$ cat config.mk
export PLATFORM = sky130hd
export DESIGN_NAME = vga_sync_gen
export DESIGN_NICKNAME = d
export VERILOG_FILES = /design/src/rtl/vga_sync_gen.sv
export SDC_FILE = /design/constraint.sdc
export NUM_CORES = 1
export LEC_CHECK = 0
export ABC_AREA = 1
export BUFFER_PORTS_ARGS = -buffer_cell sky130_fd_sc_hd__buf_4
export CAP_MARGIN = 15
export CORE_ASPECT_RATIO = 0.7
export CORE_MARGIN = 3
export CORE_UTILIZATION = 48
export DETAILED_ROUTE_END_ITERATION = 8
export PLACE_DENSITY_LB_ADDON = 0.08
export RECOVER_POWER = 100
export SYNTH_ARGS = -nofsm -noshare
export SYNTH_HDL_FRONTEND = slang
export SYNTH_SLANG_ARGS = --single-unit
$ cat constraint.sdc
create_clock -name clock -period 1.3 [get_ports clock]
set_input_delay 0 -clock clock [delete_from_list [all_inputs] [get_ports clock]]
set_output_delay 0 -clock clock [all_outputs]
set_load 0.03 [all_outputs]
$ cat src/rtl/vga_sync_gen.sv
// rtl/vga_sync_gen.sv - parametrised VGA timing generator with registered, blanked colour output
// Optional colour-bar source enabled by defining VGA_SYNC_GEN_TEST_PATTERN_EN.
module vga_sync_gen #(
  parameter int H_VISIBLE   = 640,
  parameter int H_FRONT     = 16,
  parameter int H_SYNC      = 96,
  parameter int H_BACK      = 48,
  parameter int V_VISIBLE   = 480,
  parameter int V_FRONT     = 10,
  parameter int V_SYNC      = 2,
  parameter int V_BACK      = 33,
  parameter int CLOCK_DIV   = 2,
  parameter int COLOR_BITS  = 1,
  parameter int COORD_WIDTH = 10,
  parameter int SYNC_POL    = 0
) (
  input  logic                   clock,
  input  logic                   reset,
  input  logic                   enable,
`ifdef VGA_SYNC_GEN_TEST_PATTERN_EN
  input  logic                   test_pattern,
`endif
  input  logic [COLOR_BITS-1:0]  pixel_r,
  input  logic [COLOR_BITS-1:0]  pixel_g,
  input  logic [COLOR_BITS-1:0]  pixel_b,
  output logic [COORD_WIDTH-1:0] pixel_x,
  output logic [COORD_WIDTH-1:0] pixel_y,
  output logic                   pixel_valid,
  output logic                   pixel_tick,
  output logic                   frame_start,
  output logic                   vga_hsync,
  output logic                   vga_vsync,
  output logic [COLOR_BITS-1:0]  vga_r,
  output logic [COLOR_BITS-1:0]  vga_g,
  output logic [COLOR_BITS-1:0]  vga_b
);

  localparam int H_TOTAL = H_VISIBLE + H_FRONT + H_SYNC + H_BACK;
  localparam int V_TOTAL = V_VISIBLE + V_FRONT + V_SYNC + V_BACK;
  localparam int DIV_W   = (CLOCK_DIV > 1) ? $clog2(CLOCK_DIV) : 1;

  localparam logic [DIV_W-1:0]       DIV_LAST = DIV_W'(CLOCK_DIV - 1);
  localparam logic [COORD_WIDTH-1:0] H_LAST   = COORD_WIDTH'(H_TOTAL - 1);
  localparam logic [COORD_WIDTH-1:0] V_LAST   = COORD_WIDTH'(V_TOTAL - 1);
  localparam logic [COORD_WIDTH-1:0] H_VIS    = COORD_WIDTH'(H_VISIBLE);
  localparam logic [COORD_WIDTH-1:0] V_VIS    = COORD_WIDTH'(V_VISIBLE);
  localparam logic [COORD_WIDTH-1:0] HS_BEG   = COORD_WIDTH'(H_VISIBLE + H_FRONT);
  localparam logic [COORD_WIDTH-1:0] HS_END   = COORD_WIDTH'(H_VISIBLE + H_FRONT + H_SYNC);
  localparam logic [COORD_WIDTH-1:0] VS_BEG   = COORD_WIDTH'(V_VISIBLE + V_FRONT);
  localparam logic [COORD_WIDTH-1:0] VS_END   = COORD_WIDTH'(V_VISIBLE + V_FRONT + V_SYNC);
  localparam logic                   SYNC_ACT = (SYNC_POL != 0);

  logic [DIV_W-1:0]       div_q, div_d;
  logic [COORD_WIDTH-1:0] h_q, h_d, v_q, v_d;
  logic                   hs_q, hs_d, vs_q, vs_d;
  logic [COLOR_BITS-1:0]  r_q, r_d, g_q, g_d, b_q, b_d;
  logic [COLOR_BITS-1:0]  src_r, src_g, src_b;
  logic                   h_sync_act, v_sync_act;

  assign pixel_x     = h_q;
  assign pixel_y     = v_q;
  assign pixel_valid = (h_q < H_VIS) && (v_q < V_VIS);
  // Gated by reset so no tick escapes while the counters are being held cleared.
  assign pixel_tick  = enable && !reset && (div_q == DIV_LAST);
  assign frame_start = pixel_tick && (h_q == '0) && (v_q == '0);
  assign h_sync_act  = (h_q >= HS_BEG) && (h_q < HS_END);
  assign v_sync_act  = (v_q >= VS_BEG) && (v_q < VS_END);

`ifdef VGA_SYNC_GEN_TEST_PATTERN_EN
  localparam logic [COORD_WIDTH+2:0] H_VIS_X = (COORD_WIDTH+3)'(H_VISIBLE);
  logic [COORD_WIDTH+2:0] h_x8;
  logic [2:0]             bar;
  assign h_x8  = {h_q, 3'b000};
  assign bar   = 3'(h_x8 / H_VIS_X);
  assign src_r = test_pattern ? {COLOR_BITS{bar[2]}} : pixel_r;
  assign src_g = test_pattern ? {COLOR_BITS{bar[1]}} : pixel_g;
  assign src_b = test_pattern ? {COLOR_BITS{bar[0]}} : pixel_b;
`else
  assign src_r = pixel_r;
  assign src_g = pixel_g;
  assign src_b = pixel_b;
`endif

  always_comb begin
    div_d = div_q;
    h_d   = h_q;
    v_d   = v_q;
    hs_d  = hs_q;
    vs_d  = vs_q;
    r_d   = r_q;
    g_d   = g_q;
    b_d   = b_q;
    if (!enable) begin
      div_d = '0;
      hs_d  = ~SYNC_ACT;
      vs_d  = ~SYNC_ACT;
      r_d   = '0;
      g_d   = '0;
      b_d   = '0;
    end else if (pixel_tick) begin
      div_d = '0;
      if (h_q == H_LAST) begin
        h_d = '0;
        v_d = (v_q == V_LAST) ? '0 : v_q + COORD_WIDTH'(1);
      end else begin
        h_d = h_q + COORD_WIDTH'(1);
      end
      // Pins carry the decode of the position being left, one tick behind the counters.
      hs_d = h_sync_act ? SYNC_ACT : ~SYNC_ACT;
      vs_d = v_sync_act ? SYNC_ACT : ~SYNC_ACT;
      r_d  = pixel_valid ? src_r : '0;
      g_d  = pixel_valid ? src_g : '0;
      b_d  = pixel_valid ? src_b : '0;
    end else begin
      div_d = div_q + DIV_W'(1);
    end
  end

  always_ff @(posedge clock or posedge reset) begin
    if (reset) begin
      div_q <= '0;
      h_q   <= '0;
      v_q   <= '0;
      hs_q  <= ~SYNC_ACT;
      vs_q  <= ~SYNC_ACT;
      r_q   <= '0;
      g_q   <= '0;
      b_q   <= '0;
    end else begin
      div_q <= div_d;
      h_q   <= h_d;
      v_q   <= v_d;
      hs_q  <= hs_d;
      vs_q  <= vs_d;
      r_q   <= r_d;
      g_q   <= g_d;
      b_q   <= b_d;
    end
  end

  assign vga_hsync = hs_q;
  assign vga_vsync = vs_q;
  assign vga_r     = r_q;
  assign vga_g     = g_q;
  assign vga_b     = b_q;

endmodule

==> results of run 1 <==
through the flow:
| step | area [um2] | power (mW) |
|---|---|---|
| 3_3_place_gp | 2014 | 1.543 |
| 4_1_cts | 2248 | 2.178 |
| 2_1_floorplan | 1594 | 1.295 |
| 5_1_grt | 2258 | 2.275 |
| 6_report | 2258 | 2.185 |
| 3_5_place_dp | 2014 | 1.568 |
worst min-delay path: cells and delay by family:
| kind | cells | cell delay [ns] |
|---|---|---|
| buffers and inverters | 1 | 0.11 |
| AO/OA/AOI/OAI | 1 | 0.06 |
| AND/OR/NAND/NOR | 1 | 0.07 |
Yosys cell counts:
master	n	share of area (%)
nand2_1	51	12
nor2_1	25	6.1
dfrtp_1	24	39
inv_1	24	5.8
nand3_1	16	5.2
o21ai_0	9	2.9
nor2_2	7	2.8
nor3_1	6	1.9
xor2_1	6	3.4
a21oi_1	4	1.3
ha_1	4	3.2
nand4_1	4	1.6
nor2_4	3	2.2
xnor2_1	3	1.7
a31oi_1	2	0.81
dfstp_2	2	3.4
inv_2	2	0.49
nand3_2	2	1.3
nand3_4	2	2.3
buf_4	1	0.49
clkinv_1	1	0.24
nand3b_1	1	0.49
nor3b_1	1	0.49
o21ai_1	1	0.32
or2_2	1	0.40
layer usage:
layer	vias to the layer above	part of all wire (%)
li1	777	-
met1	817	45
met2	52	49
met3	9	5.1
met4	0	1.5
met5	-	0
state kept, by name, summed over array words and instances, names as in the netlist:
name and cells:
pixel_x 10, vga_r 1, vga_hsync 1, vga_vsync 1, pixel_y 10, vga_g 1, div_q 1, vga_b 1
area by class of cell:
| cell class | count | area (um2) | area share [%] |
|---|---|---|---|
| clock buffer | 4 | 55.05 | 2.438 |
| inverter | 27 | 115.1 | 5.097 |
| multi-input combinational | 148 | 939.7 | 41.61 |
| sequential | 26 | 669.4 | 29.64 |
| tap | 36 | 45.04 | 1.994 |
| timing repair buffer | 64 | 434.2 | 19.22 |
worst max-delay path by stage:
stage	startpoint	endpoint	depth (start not counted)
final	pixel_x[0]	frame_start	7
after global routing	pixel_x[0]	frame_start	7
after CTS	pixel_x[0]	frame_start	7
after detailed placement	pixel_x[1]	frame_start	7
after global placement	pixel_y[1]	pixel_y[1]	6
after floorplan	reset	frame_start	6
report_power, final:
part | switching [mW] | internal [mW] | total [mW]
clock | 0.277 | 0.272 | 0.549
combinational | 0.380 | 0.264 | 0.643
sequential | 0.106 | 0.886 | 0.992
total | 0.763 | 1.42 | 2.18
cells by family (layout without fill, tap and decap cells):
logic type / count (synthesis) / after routing / share of synthesized area, %
and+or+nand+nor: 119 / 119 / 37.11
buffers and inverters: 28 / 95 / 7.034
DFF: 26 / 26 / 42.20
AOI/OAI and AO/OA: 16 / 16 / 5.335
xor gates and xnor gates: 9 / 9 / 5.093
adders and majority gates: 4 / 4 / 3.234
repair_timing:
item,4_1_cts,5_1_grt
gates resized for setup,30,21
hold buffers,2,1
buffers inserted,8,2
pin swaps,12,11
endpoints found under the setup margin,15,25
endpoints found under the hold margin,25,1
==> impl_results.md, run 1 <==
- Status: finished, violations left
- Failing checks: hold timing, setup timing
- Vias in the first global route: roughly 1600
- Critical path, cell by cell: inv_2 -> ha_1 -> nand2_1 -> nor3_2 -> nand4_1 -> nor3_4 -> buf_6
- Drc violations: 0
- Slew margin rel.: a little under three fifths
- Critical R2R Capture: pixel_x[1]
- Initial antenna violation count: 0
- M2 GR Usage: between 40% and 50%
- Minimum clock period: 1.535 ns
- Largest net degree at the start of global routing: 27
- GR Layer Usage met1: approximately 33%
- Most frequent cells in the layout: nand2_1, buf_4, nor2_1, clkbuf_1
- Measured slew at the worst slew-check pin: about 0.67 ns
- Initial Util: roughly 53%
- Die Span Y: ~54 um
- Max IR drop VDD: about 0.61 mV
- Vias per Instance: approximately 5.4
- Final count of pins violating max slew: 0
- Clock latency at the later pin of the worst-skew pair: approximately 0.28 ns
- Synth-to-layout area growth: 45.92%
- Crit path arrival time: about 1.5 ns
- Worst Hold Path EP: vga_b
- Synthesized net count: 212
- Crit share post-route: 118.1%
- CTS tree: built
- Setup crit start kind: flip-flop
- GRT Util Overall: around a quarter
- Syn avg cell area: roughly 7.7 um2
- Final worst slack: -0.2350 ns
- Post-placement cell count: between 200 and 300
- Maximum clock insertion buffer count: 2
- CTS Buf Count: 3
- Worst R2R Path Depth: 9
- Layout cells sized above 1: between 40% and 50%
- Most common cell after layout, fill and taps aside: nand2_1
- CP max stage delay: 0.43 ns
- H-tree Lvls: 1
- Nets: between 200 and 300
- GP Congestion: between 0.9 and 1
- Core footprint: 0.002943 mm2
- First-pass GRT wire length: 7.169 mm
- CTS root buffer: clkbuf_8
- Hold Path Stages: 3
- Crit path buffers/inverters: 2
- Setup Crit Path Kind: reg -> out
- Reg-to-reg critical path startpoint: pixel_x[1]
- Place WS: -0.05067 ns
- Fmax: about 650 MHz
- Finished Layout Cells: 305
- Worst hold margin: -0.01507 ns
- Most Used Layer, Global Route: met2
- Required @ worst endpoint: 1.30 ns
- Setup TNS: -2.441 ns
- Num ports: 34
- Clock sink count: 26
- Final Hold Viols: 1
- GRT met3 Usage: between 4 and 5%
- Routed Antenna Nets: 0
- Grt ovf: 0
- Detailed Route WL: about 4.6 mm
- Layout Utilization: between 70% and 80%
- Antenna cells: 0
- Clock-pin transition on the worst setup and hold timing paths: approximately 0.09 ns
- Crit end category: output pin
- Full die area: 0.003953 mm2
- Hold path start: pixel_b
- Clock Skews: around 0.0025 ns
- # Max-Cap Violations: 0
- Final-layout fill cell count: 211
- Synth cell types: 25
- RSZ-0062 raised after global routing: yes
- CP top delay family: simple AND/OR/NAND/NOR gates
- R2R Setup Slk: -0.20 ns
- Final Setup Violations: 18
- Sequential share of the synthesized area: between 40 and 50%
- Crit path max fanout: 2
- Row cnt: 16
- Slowest-stage cell, CP: dfrtp_2
- Port-buffer cells: 33
- Drt first-iter violations: 120
- Post-Syn Area: between 0.0015 and 0.002 mm2
- YS warnings: 0
- Leak Pwr: 1.044 nW
- Pwr/cell area: ~970 mW/mm2
- Mean routed wirelength per cell: roughly 15 um
- Post-Syn Instances: around 200
- Via Count: approximately 1700
- DIE WIDTH: ~74 um
- Worst hold path type: in -> reg
- Seq cells post-synth: 26
- DP Wirelength: roughly 3.2 mm
- DR pass1 iterations: 4
(Power assumes the default switching activity.)
==> inputs of run 2 (changes only) <==
BUFFER_PORTS_ARGS = unset   (was -buffer_cell sky130_fd_sc_hd__buf_4)
CORE_UTILIZATION = 55   (was 48)
DONT_BUFFER_PORTS = 1   (was unset)
==> run 2 against run 1 <==
The flow finishes with violations (setup timing). Die area down 12%. Worst hold slack better by 0.10 ns. Flip-flop and latch count stayed put. Cell count is 4.9% lower. Clock power increased by 25%. Count of clock-buffer cells in the layout down 1. Fmax down 10%. First-iteration DRC count grew 71%. Sequential share of layout area up 0.55 points. Critical path type is now reg -> reg.
==> impl_results.md, run 2 (synthesized netlist as in run 1, its figures left out) <==
- Setup Crit Path Kind: reg -> reg
- Clock latency at the later pin of the worst-skew pair: ~0.28 ns
- Pwr/cell area: 1065 mW/mm2
- Drt first-iter violations: roughly 210
- CTS Buf Count: 3
- Reg-to-reg critical path startpoint: pixel_x[8]
- Mean routed wirelength per cell: between 15 and 20 um
- Worst Hold Path EP: pixel_x[9]
- Setup crit start kind: flip-flop
- Port-buffer cells: 0
- Cell mode on critical path: nand2_1
- Status: finished, violations left
- Clock-pin transition on the worst setup and hold timing paths: around 0.1 ns
- Most frequent cells in the layout: nand2_1, buf_4, nor2_1, nand3_1, inv_1
- Fmax: 585.0 MHz
- Worst hold path type: in -> reg
- Synth-to-layout area growth: 43.25%
- DR pass1 iterations: 5
- Critical path, cell by cell: clkbuf_1 -> nand2_1 -> nor2_1 -> nand3_1 -> nand2_1 -> nand2_1 -> nand3_2 -> nand2_1
- Placed Area: 0.001912 mm2
- Slowest-stage cell, CP: dfrtp_1
- CP max stage delay: 0.44 ns
- Nets: roughly 270
- First-pass GRT wire length: ~7.2 mm
- Most common cell after layout, fill and taps aside: nand2_1
- Largest net degree at the start of global routing: 27
- DIE WIDTH: just under 70 um
- Leak Pwr: roughly 1.0 nW
- Setup TNS: -5.124 ns
- Initial Util: 60.19%
- Critical R2R Capture: pixel_x[9]
- DP Wirelength: slightly above 3 mm
- Final-layout fill cell count: approximately 140
- RSZ-0062 raised after global routing: yes
- Finished Cell Area: 0.002217 mm2
- R2R Setup Slk: -0.41 ns
- Worst R2R Path Depth: 8
- Failing checks: setup timing
- Maximum clock insertion buffer count: 2
- Crit path max fanout: 4
- Drc violations: 0
- GRT Util Overall: between 20% and 30%
- Clock sink count: 26
- Met2 WL: 2.511 mm
- Grt ovf: 0
- Critical path launch point: pixel_x[8]
- Minimum clock period: around 1.7 ns
- Uppermost layer routed: met4
- Measured slew at the worst slew-check pin: approximately 0.66 ns
- Final Hold Viols: 0
- Slew margin rel.: 55.90%
- Row cnt: 15
- DRT met1 WL: 2.138 mm
- Hold Path Stages: 4
- Routed wl met3: between 400 and 500 um
- Required @ worst endpoint: between 1 and 1.5 ns
- Crit path arrival time: between 1.5 and 2 ns
- Layout cells sized above 1: a little over two fifths
- Worst hold margin: 0.08973 ns
- Crit end category: flip-flop
- Full die area: 0.003497 mm2
- Routed Antenna Nets: 0
- CTS root buffer: clkbuf_8
- Final Setup Violations: 25
- Final worst slack: -0.4093 ns
- CTS tree: built
- Clock Skews: 0.005140 ns
- # Max-Cap Violations: 0
- GP Congestion: between 0.9 and 1
- Initial antenna violation count: 0
- Die Span Y: between 50 and 60 um
- Hold path start: enable
- Via Count: roughly 1700
- Vias in the first global route: 1466
- Final count of pins violating max slew: 0
- Detailed Route WL: 5.281 mm
- Core footprint: about 0.0026 mm2
- Crit share post-route: 131.5%
- Vias per Instance: slightly below 6
- Num ports: 34
- Antenna cells: 0
- H-tree Lvls: 1
- Max IR drop VDD: about 0.64 mV
==> run 2: worst max-delay path, delay by kind of cell, from the launching register on <==
family,cells,cell delay (ns)
buffers and inverters,1,0.39
and+or+nand+nor,7,0.78
DFF,1,0.44
==> run 2: per-layer routing <==
layer  track usage, %  vias to the layer above
met5                0                        -
met4            7.792                        0
met3            6.600                       20
met2            42.41                      112
met1            36.59                      795
li1                 -                      752
==> run 2: per-stage QoR <==
stage	instances	utilization, %	power (mW)	worst slack, ns
final	290	86.23	2.360	-0.4093
after CTS	284	82.19	2.244	-0.4091
after floorplan	202	-	1.295	-0.04713
after global routing	290	86.23	2.448	-0.4363
after detailed placement	271	74.36	1.504	-0.1138
after global placement	271	74.36	1.482	-0.03696
==> run 2: worst max-delay path by stage <==
stage / end / slack (ns) / cells past startpoint
floorplan: frame_start / -0.05 / 6
global placement: frame_start / -0.04 / 7
detailed placement: frame_start / -0.11 / 7
CTS: frame_start / -0.41 / 7
global route: pixel_x[9] / -0.44 / 8
finish: pixel_x[9] / -0.41 / 8
==> run 2: final cells by class <==
| class | instances | area [um2] | area share [%] |
|---|---|---|---|
| multi-input combinational | 148 | 922.1 | 41.59 |
| tap | 34 | 42.54 | 1.919 |
| sequential | 26 | 669.4 | 30.19 |
| timing repair buffer | 51 | 394.1 | 17.78 |
| clock inverter | 1 | 30.03 | 1.354 |
| clock buffer | 3 | 41.29 | 1.862 |
| inverter | 27 | 117.6 | 5.305 |
==> run 2: report_power, final <==
part	total (mW)	switching (mW)	internal, mW
Clock	0.687	0.275	0.413
Sequential	1.00	0.113	0.886
Combinational	0.673	0.382	0.291
Total	2.36	0.770	1.59
==> run 2: repair_timing <==
| action | 4_1_cts | 5_1_grt |
|---|---|---|
| setup endpoints to repair | 13 | 25 |
| gates resized for setup | 18 | 32 |
| pin swaps | 10 | 11 |
| hold buffers | 5 | 0 |
| hold endpoints to repair | 31 | 0 |
| buffers inserted | 4 | 6 |
